File: src/rtl/nist_pkg.sv
// Shared definitions for the NIST window test: FSM state encoding, default
// thresholds and the width helpers used to size counters and the accumulator.
package nist_pkg;

   typedef enum logic [1:0] {
      ST_COLLECT = 2'd0,
      ST_FINISH  = 2'd1,
      ST_REPORT  = 2'd2
   } nist_state_e;

   localparam int unsigned MONO_TH_DEF = 32'd82;
   localparam int unsigned BLK_TH_DEF  = 32'd428;
   localparam int unsigned RUN_LO_DEF  = 32'd471;
   localparam int unsigned RUN_HI_DEF  = 32'd553;

   // A counter that must reach 2^log2 inclusive needs one extra bit.
   function automatic int unsigned cnt_width(input int unsigned log2);
      return log2 + 32'd1;
   endfunction

   function automatic int unsigned acc_width(input int unsigned seq_log2,
                                             input int unsigned blk_log2);
      return 32'd2 * blk_log2 + seq_log2 - blk_log2;
   endfunction

endpackage

File: src/rtl/nist_blk_accum.sv
// Block-frequency statistic: per-block ones count, signed deviation from M/2,
// its square, and the running sum of squares over the window.
module nist_blk_accum
   import nist_pkg::*;
#(
   parameter int unsigned SEQ_LOG2 = 32'd10,
   parameter int unsigned BLK_LOG2 = 32'd5
) (
   input  logic clk,
   input  logic rst,
   input  logic accept,
   input  logic bit_in,
   input  logic blk_last,
   input  logic win_last,
   input  logic finish,
   input  logic clear,
   output logic [acc_width(SEQ_LOG2, BLK_LOG2)-1:0] sum_next
);
   localparam int unsigned BW = cnt_width(BLK_LOG2);
   localparam int unsigned AW = acc_width(SEQ_LOG2, BLK_LOG2);
   localparam int unsigned PW = 32'd2 * BW + 32'd2;
   localparam logic [BW:0] HALF = {{BW{1'b0}}, 1'b1} << (BLK_LOG2 - 32'd1);

   logic [BW-1:0]        ones_q, ones_d, ones_inc, dev_src;
   logic [AW-1:0]        sum_q, sum_d;
   logic signed [BW:0]   dev;
   logic signed [PW-1:0] dev_x;
   logic [PW-1:0]        dev_sq;

   // In FINISH the stored count already holds the final block, including its last bit.
   always_comb begin
      ones_inc = ones_q + {{(BW-1){1'b0}}, bit_in};
      dev_src  = finish ? ones_q : ones_inc;
      dev      = $signed({1'b0, dev_src}) - $signed(HALF);
      dev_x    = PW'(dev);
      dev_sq   = $unsigned(dev_x * dev_x);
   end

   // The final block of a window is deferred to FINISH; all others close on their last bit.
   always_comb begin
      ones_d = ones_q;
      sum_d  = sum_q;
      if (clear) begin
         ones_d = {BW{1'b0}};
         sum_d  = {AW{1'b0}};
      end else if (finish) begin
         ones_d = {BW{1'b0}};
         sum_d  = sum_q + AW'(dev_sq);
      end else if (accept) begin
         if (blk_last && !win_last) begin
            ones_d = {BW{1'b0}};
            sum_d  = sum_q + AW'(dev_sq);
         end else begin
            ones_d = ones_inc;
         end
      end else begin
         ones_d = ones_q;
      end
   end

   assign sum_next = sum_d;

   // State registers.
   always_ff @(posedge clk) begin
      if (rst) begin
         ones_q <= {BW{1'b0}};
         sum_q  <= {AW{1'b0}};
      end else begin
         ones_q <= ones_d;
         sum_q  <= sum_d;
      end
   end

endmodule

File: config.mk
export PLATFORM = sky130hd
export DESIGN_NAME = nist_blk_accum
export DESIGN_NICKNAME = d
export VERILOG_FILES = /design/src/rtl/nist_pkg.sv /design/src/rtl/nist_blk_accum.sv
export SDC_FILE = /design/constraint.sdc
export NUM_CORES = 1
export LEC_CHECK = 0
export ABC_AREA = 1
export CORE_UTILIZATION = 43
export DETAILED_ROUTE_END_ITERATION = 10
export SLEW_MARGIN = 25
export SYNTH_ARGS = -nofsm -noshare
export SYNTH_HDL_FRONTEND = slang
export SYNTH_SLANG_ARGS = --single-unit
File: constraint.sdc
create_clock -name clk -period 29.9 [get_ports clk]
set_input_delay 8.97 -clock clk [delete_from_list [all_inputs] [get_ports clk]]
set_output_delay 8.97 -clock clk [all_outputs]
set_load 0.03 [all_outputs]
; ---- After elaboration in Yosys (flattened, before gate mapping)
; Cells that the tools add are included.
[totals]
ff_bits = 21
in_bits = 8
output_inout_bits = 15
wordCells = 15
[op_classes]
add_sub_neg = 3
mul = 1
mux = 6
reduce_logical = 3
[op_table]
columns = cell, n
row1 = 15-bit two-way mux, 4
row2 = 15-bit by 14-bit adder with 15-bit output, 1
row3 = 7-bit by 7-bit multiplier with 14-bit output, 1
row4 = 6-bit two-way mux, 2
row5 = "6-bit by 5-bit subtractor with 7-bit output, second input constant", 1
row6 = 6-bit by 1-bit adder with 6-bit output, 1
row7 = 3-bit OR reduction, 1
row8 = 1-bit logical AND, 1
row9 = 1-bit zero test, 1

; ---- Logic depth before layout (Yosys ltp)
; Gate-level depths: netlist of run 1.
[logic_depth]
word_depth = 9
depth_mapped = 40
depth_no_buf = 40

; ---- Least setup slack after synthesis of run 1
; OpenSTA, ideal clock, no wires.
[synth_path]
path_kind = input to output
start = input port bit_in
end = output port sum_next[14]
arrival_ns = 14.885
required_ns = 20.930
setup_slack_ns = 6.045
stages = 31
n_path_buf = 0
path_cell_list = ha_1 nand4_1 nor2_1 xor2_1 o21ai_0 ha_1 inv_1 nor2_1 inv_1 fa_1 inv_1 fa_1 fa_1 inv_1 fa_1 inv_1 ha_1 inv_1 o21ai_0 o21bai_1 a21oi_1 xor2_1 inv_1 ha_1 a21oi_1 o21ai_0 a21oi_1 nand2_1 nand3_1 nand3_2 inv_1
[synth_via]
elab_chain_cells = 9
[synth_rtl]
columns = item, line_no
row1 = from (decl), nist_blk_accum.sv:12  ; input logic bit_in,
row2 = 6-bit by 1-bit adder with 6-bit output (*), nist_blk_accum.sv:32  ; ones_inc = ones_q + {{(BW-1){1'b0}}, bit_in};
row3 = 6-bit two-way mux (*), nist_blk_accum.sv:33  ; dev_src = finish ? ones_q : ones_inc;
row4 = 6-bit by 5-bit subtractor with 7-bit output (*), nist_blk_accum.sv:34  ; dev = $signed({1'b0, dev_src}) - $signed(HALF);
row5 = 7-bit by 7-bit multiplier with 14-bit output (*), nist_blk_accum.sv:36  ; dev_sq = $unsigned(dev_x * dev_x);
row6 = 15-bit by 14-bit adder with 15-bit output (*), "nist_blk_accum.sv:48, nist_blk_accum.sv:52"
row7 = 15-bit two-way mux, nist_blk_accum.sv:50  ; if (blk_last && !win_last) begin
row8 = 15-bit two-way mux, nist_blk_accum.sv:49  ; end else if (accept) begin
row9 = 15-bit two-way mux (*), nist_blk_accum.sv:46  ; end else if (finish) begin
row10 = 15-bit two-way mux (*), nist_blk_accum.sv:43  ; if (clear) begin
row11 = to (decl), nist_blk_accum.sv:17  ; output logic [acc_width(SEQ_LOG2, BLK_LOG2)-1:0] sum_next
; Every way passes the cells marked *; elsewhere a longest branch is shown, timed or not.

; ---- Final worst setup path of run 1
; Same ends and word-level chain as after synthesis.

==> results of run 1 <==
-- power by group --
part / internal (mW) / switching, mW
clock: 0.00934 / 0.0111
combinational: 0.0302 / 0.0494
sequential: 0.0295 / 0.000957
-- flip-flops by register name, summed over array words and instances (netlist names) --
| signal | flops |
|---|---|
| sum_q | 15 |
| ones_q | 6 |
-- layout by cell type (no fill, tap or decap), types with 2 or more instances in the layout --
master,Yosys,routed
a21oi_2,4,4
fa_1,26,26
nand3_1,26,26
inv_1,119,119
nand4_1,6,6
nand2_1,101,101
clkbuf_8,0,3
clkdlybuf4s50_1,0,22
nor2_1,41,41
and2_1,5,5
a21o_1,2,2
ha_1,44,44
nor4_1,3,3
xor2_1,10,10
nand2_2,4,4
o21ai_2,4,4
dfxtp_1,21,21
o21ai_0,23,23
nor3_1,3,3
xnor2_1,12,12
inv_2,3,3
nor2_2,5,5
o21ai_1,2,2
a21oi_1,27,27
-- stage by stage --
| step | power (mW) | hold slack, ps | util [%] | std cells | cell area [µm²] |
|---|---|---|---|---|---|
| 3_5_place_dp | 0.111 | 476 | 48.4 | 625 | 3740 |
| 6_report | 0.131 | 499 | 49.0 | 629 | 3780 |
| 2_1_floorplan | 0.0930 | 458 | - | 506 | 3440 |
| 4_1_cts | 0.132 | 498 | 49.0 | 629 | 3780 |
| 3_3_place_gp | 0.110 | 471 | 48.4 | 625 | 3740 |
| 5_1_grt | 0.145 | 517 | 49.0 | 629 | 3780 |
-- logic make-up (layout without fill, tap and decap cells) --
logic type | Yosys count | after routing
DFF | 21 | 21
AOI/OAI and AO/OA | 65 | 65
buffers and inverters | 129 | 150
and+or+nand+nor | 199 | 199
adders and majority gates | 70 | 70
xor gates and xnor gates | 22 | 22
-- metal layers --
layer	part of all wire, %	GRT usage [%]
met1	46	23.5
met4	1.3	5.29
met3	2.3	2.26
met2	50	37.0
met5	0	0
-- final cells by class --
class	instances	area share [%]
Clock buffer	3	1.09
Clock inverter	1	0.132
Inverter	124	12.4
Multi-Input combinational cell	356	66.1
Sequential cell	21	11.1
Tap cell	102	3.37
Timing Repair Buffer	22	5.82
-- worst min-delay path, stage by stage, from the launching register on --
cell and delay, ps:
dfxtp_1 340, nand2_1 60, a21oi_1 60
-- Yosys cell counts, types with 2 or more instances --
| master | number | area share [%] |
|---|---|---|
| o21ai_2 | 4 | 1.0 |
| a21oi_1 | 27 | 3.9 |
| nand4_1 | 6 | 1.1 |
| nor2_2 | 5 | 0.91 |
| o21ai_0 | 23 | 3.3 |
| nor4_1 | 3 | 0.55 |
| nand2_2 | 4 | 0.73 |
| inv_1 | 119 | 13 |
| nand2_1 | 101 | 11 |
| buf_2 | 2 | 0.29 |
| o21ai_1 | 2 | 0.29 |
| a21oi_2 | 4 | 1.0 |
| xor2_1 | 10 | 2.5 |
| nor3_1 | 3 | 0.44 |
| a21o_1 | 2 | 0.44 |
| dfxtp_1 | 21 | 12 |
| ha_1 | 44 | 16 |
| and2_1 | 5 | 0.91 |
| nor2_1 | 41 | 4.5 |
| fa_1 | 26 | 15 |
| inv_2 | 3 | 0.33 |
| xnor2_1 | 12 | 3.1 |
| nand3_1 | 26 | 3.8 |
-- path summary, 6_finish.rpt --
path | start | end | slack (ps) | depth (start not counted)
setup / recovery | bit_in | sum_next[14] | 4560 | 33
hold / removal | ones_q[4]$_SDFFE_PP0P_ | ones_q[4]$_SDFFE_PP0P_ | 500 | 2
setup reg to reg | ones_q[0]$_SDFFE_PP0P_ | sum_q[14]$_SDFF_PP0_ | 23120 | 32
hold reg to reg | ones_q[4]$_SDFFE_PP0P_ | ones_q[4]$_SDFFE_PP0P_ | 500 | 2
==> impl_metrics.yaml, run 1 <==
synth:
  synthesis.area_mm2: 0.00344
  syn_nets: 584
  synth_async_sr_flop_share_pct: 0
  synthDistinctLibCells: 36
  synth.area.mux_share_pct: 0
  netlist_instances: 506
  synth_compound_area_share_pct: 10.7
  synthFlopType: "dfxtp_1"
  synth-xor-area-share_pct: 5.60
  synthSimpleGateAreaFrac_pct: 25.3
  syn_avg_cell_area_um2: 6.80
  synth_edf_count: 0
  ys_seq_area_share_pct: 12.2
  synth_fa_ha_area_share_pct: 31.1
  synth_top_family_by_area: "adder cells"
  ys_warn_count: 0
  synth_seq_cells: 21
routing:
  vias: 3012
  drc: 0
  ant_nets: 0
  firstDrtPassIters: 4
  routed_wl_mm: 7.27
  vias_per_cell: 4.79
  wire_per_inst_um: 11.6
  drt_iter0_drc: 80
worst_setup_path:
  cp-start-kind: "primary input"
  required_ps: 20930
  cp_common_cell: "inv_1"
  path_buf_inv: 10
  cp.arrival_ps: 16370
  critPathMaxFanout: 7
  endpoint_kind: "output pin"
  critPathTopFamily: "adder cells"
  slowest_stage: "clkdlybuf4s50_1"
  slowest_delay_ps: 650
  path_class: "primary input to output pin"
die:
  rows: 32
  start_util_pct: 44.5
  pin_count: 23
  die_h_um: 91.4
  dieArea_mm2: 0.00836
  core_area_mm2: 0.00773
  die_w_um: 91.4
timing:
  grt_setup_unrepaired: "false"
  relSlewSlack_pct: 65.4
  slew_viol_final: 0
  finalHoldViolCount: 0
  setup_viol: 0
  finalSetupTns_ps: 0
  setup_slack_ps: 4560
  max_freq_mhz: 39.5
  period_minus_slack_ps: 25340
  finClkSkew_ps: 9.90
  period_share_pct: 84.7
  tightestPinTransition_ps: 517
grt:
  grt_max_degree: 29
  grt_usage_pct: 19.7
  antenna_found_initial: 0
  grt_pass1_vias: 3131
  grt_pass1_wl_mm: 13.4
  grt_overflow_total: 0
clock_tree:
  cts_root_buf: "clkbuf_8"
  clk_pin_slew_ps: 90
  postCtsSetupRepairBufs: 0
  htree_levels: 1
  max-clock-path-buffers: 2
  cts_sinks: 21
  clock_latency_ps: 280
  cts_made_buffers: 3
  cts_resized: 0
  hold_buffers: 0
  cts_tree: "built"
layout:
  antenna_cells: 0
  final_net_count: 606
  synthToLayoutAreaGrowth_pct: 10.0
  multi_input_area_mm2: 0.00250
  seq_area_um2: 420
  drive_gt1_share_pct: 5.69
  fillCellCount: 830
pwr:
  leakage_nw: 2.07
  p_per_area_mw_per_mm2: 34.5
  peakVddDrop_uv: 13.1
placement:
  gp_congestion: 0.863
  hpwlAfterDp_mm: 6.17
  dp_slack_ps: 4550
  port-buffer-count: 22
worst_hold_path:
  hold_class: "flip-flop to flip-flop"
status:
  status: "finished clean"
flow_run:
  max_cap_violations: 0
Note: power is estimated with default switching activity, not from simulation.
==> run 2, diff against run 1 <==
==> constraint.sdc (replaced) <==
create_clock -name clk -period 22.6 [get_ports clk]
set_input_delay 6.78 -clock clk [delete_from_list [all_inputs] [get_ports clk]]
set_output_delay 6.78 -clock clk [all_outputs]
set_load 0.03 [all_outputs]
==> run 2 against run 1 <==
Effect of this change: sequential power grew 32%; worst hold slack lost 1.7 ps; sequential cell count is the same; global-route usage shrank 0.27 points; die area is the same; critical path depth is the same; design area is essentially flat; first-iteration DRC count shrank 6.3%; register-to-register slack lost 7300 ps; non-clock buffer count is the same; highest routed layer unchanged.
==> impl_metrics.yaml, run 2 (synthesized netlist as in run 1, its figures left out) <==
clock_tree:
  htree_levels: 1
  cts_made_buffers: 3
  hold_buffers: 0
  cts_resized: 0
  clk_pin_slew_ps: 100
  max-clock-path-buffers: 2
  postCtsSetupRepairBufs: 0
  cts_tree: "built"
  clock_latency_ps: 270
  cts_root_buf: "clkbuf_8"
  cts_sinks: 21
pwr:
  p_switching_uw: 81.4
  leakage_nw: 2.06
  clkPwrFrac_pct: 15.6
  internal_power_uw: 91.6
  comb_power_share_pct: 61.1
  seq_power_share_pct: 23.3
  peakVddDrop_uv: 18.1
  p_per_area_mw_per_mm2: 45.7
  p_sw_share_pct: 47.1
  total_power_uw: 173
timing:
  finalHoldViolCount: 0
  setup_viol: 0
  finClkSkew_ps: 14.4
  period_minus_slack_ps: 20910
  setup_slack_ps: 1690
  grt_setup_unrepaired: "false"
  tightestPinTransition_ps: 546
  max_freq_mhz: 47.8
  relSlewSlack_pct: 63.5
  finalSetupTns_ps: 0
  period_share_pct: 92.5
  whs_ps: 498
  slew_viol_final: 0
grt:
  antenna_found_initial: 0
  grt_pass1_vias: 3102
  grt_overflow_total: 0
  grt_pass1_wl_mm: 13.4
  grt_max_degree: 29
  grt_usage_pct: 19.4
placement:
  gp_congestion: 0.863
  hpwlAfterDp_mm: 6.15
  dp_slack_ps: 1650
  place.detailed.instances: 625
  port-buffer-count: 22
worst_setup_path:
  rrSetupSlack_ps: 15860
  cp_common_cell: "inv_1"
  cp-start-kind: "primary input"
  reg2regPathDepth: 32
  path_class: "primary input to output pin"
  slowest_stage: "clkdlybuf4s50_1"
  r2r-start: "ones_q[0]$_SDFFE_PP0P_"
  critPathMaxFanout: 7
  reg2reg_to: "sum_q[14]$_SDFF_PP0_"
  endpoint_kind: "output pin"
  slowest_delay_ps: 650
  cp.arrival_ps: 14130
  required_ps: 15820
routing:
  routed_wl_mm: 7.24
  ant_nets: 0
  drc: 0
  vias: 3026
  wire_per_inst_um: 11.5
  vias_per_cell: 4.81
  firstDrtPassIters: 4
  drt_iter0_drc: 75
die:
  start_util_pct: 44.5
  pin_count: 23
  die_w_um: 91.4
  rows: 32
  dieArea_mm2: 0.00836
  core_area_mm2: 0.00773
  die_h_um: 91.4
layout:
  antenna_cells: 0
  reg_top3: "sum_q x15, ones_q x6"
  final_net_count: 606
  synthToLayoutAreaGrowth_pct: 10.1
  seq_area_um2: 420
  largest_reg_flops: 15
  fillCellCount: 782
  final_cells: 629
  final_common_cell: "inv_1"
  final_cell_mix: "inv_1, nand2_1, ha_1, nor2_1, a21oi_1"
  regMostFlops: "sum_q"
  drive_gt1_share_pct: 5.69
  multi_input_area_mm2: 0.00250
worst_hold_path:
  min_from: "ones_q[4]$_SDFFE_PP0P_"
  hold_class: "flip-flop to flip-flop"
  whs_path_depth: 2
  holdPathEnd: "ones_q[4]$_SDFFE_PP0P_"
status:
  status: "finished clean"
flow_run:
  max_cap_violations: 0
[run 2: cell types whose count changed in the layout (fill, tap and decap cells not counted), sizes merged]
cell	previous run	this run
clkinvlp	0	1
clkinv	2	1
[run 2: area by class of cell]
type / count / share of cell area [%]
timing repair buffer: 22 / 5.82
multi-input combinational: 356 / 66.1
sequential: 21 / 11.1
clock buffer: 3 / 1.09
inverter: 124 / 12.4
tap: 102 / 3.37
clock inverter: 1 / 0.198
[run 2: worst max-delay path by stage]
stage	start	end	slack [ps]	cells after the start
floorplan	bit_in	sum_next[14]	3120	31
global placement	bit_in	sum_next[14]	1790	33
detailed placement	bit_in	sum_next[14]	1650	33
CTS	bit_in	sum_next[14]	1630	33
global route	bit_in	sum_next[14]	930	33
finish	bit_in	sum_next[14]	1690	33
[run 2: stage by stage]
stage / cell area (µm²) / utilization (%)
2_1_floorplan: 3440 / -
3_3_place_gp: 3740 / 48.4
3_5_place_dp: 3740 / 48.4
4_1_cts: 3790 / 49.0
5_1_grt: 3790 / 49.0
6_report: 3790 / 49.0
[run 2: power by group through the flow]
| stage | Combinational, mW | Sequential (mW) | Clock [mW] |
|---|---|---|---|
| 4_1_cts | 0.107 | 0.0403 | 0.0280 |
| 2_1_floorplan | 0.0824 | 0.0407 | 0 |
| 3_5_place_dp | 0.106 | 0.0412 | 0 |
| 6_report | 0.106 | 0.0403 | 0.0270 |
| 3_3_place_gp | 0.105 | 0.0411 | 0 |
| 5_1_grt | 0.122 | 0.0406 | 0.0302 |
[run 2: worst max-delay path: cells and delay by family]
family | cells | cell delay [ps]
adder cells (fa/ha/maj) | 8 | 3240
buffers and inverters | 10 | 1760
AO/OA/AOI/OAI | 7 | 1280
AND/OR/NAND/NOR | 6 | 820
XOR/XNOR | 2 | 240
[run 2: layer usage]
layer  up-vias  global-route usage [%]  routed length (µm)
met5         -                       0                   0
met4         0                    4.76                  59
met3         6                    2.01                 166
met2        34                    36.0                3570
met1      1382                    23.8                3450
li1       1604                       -                   -
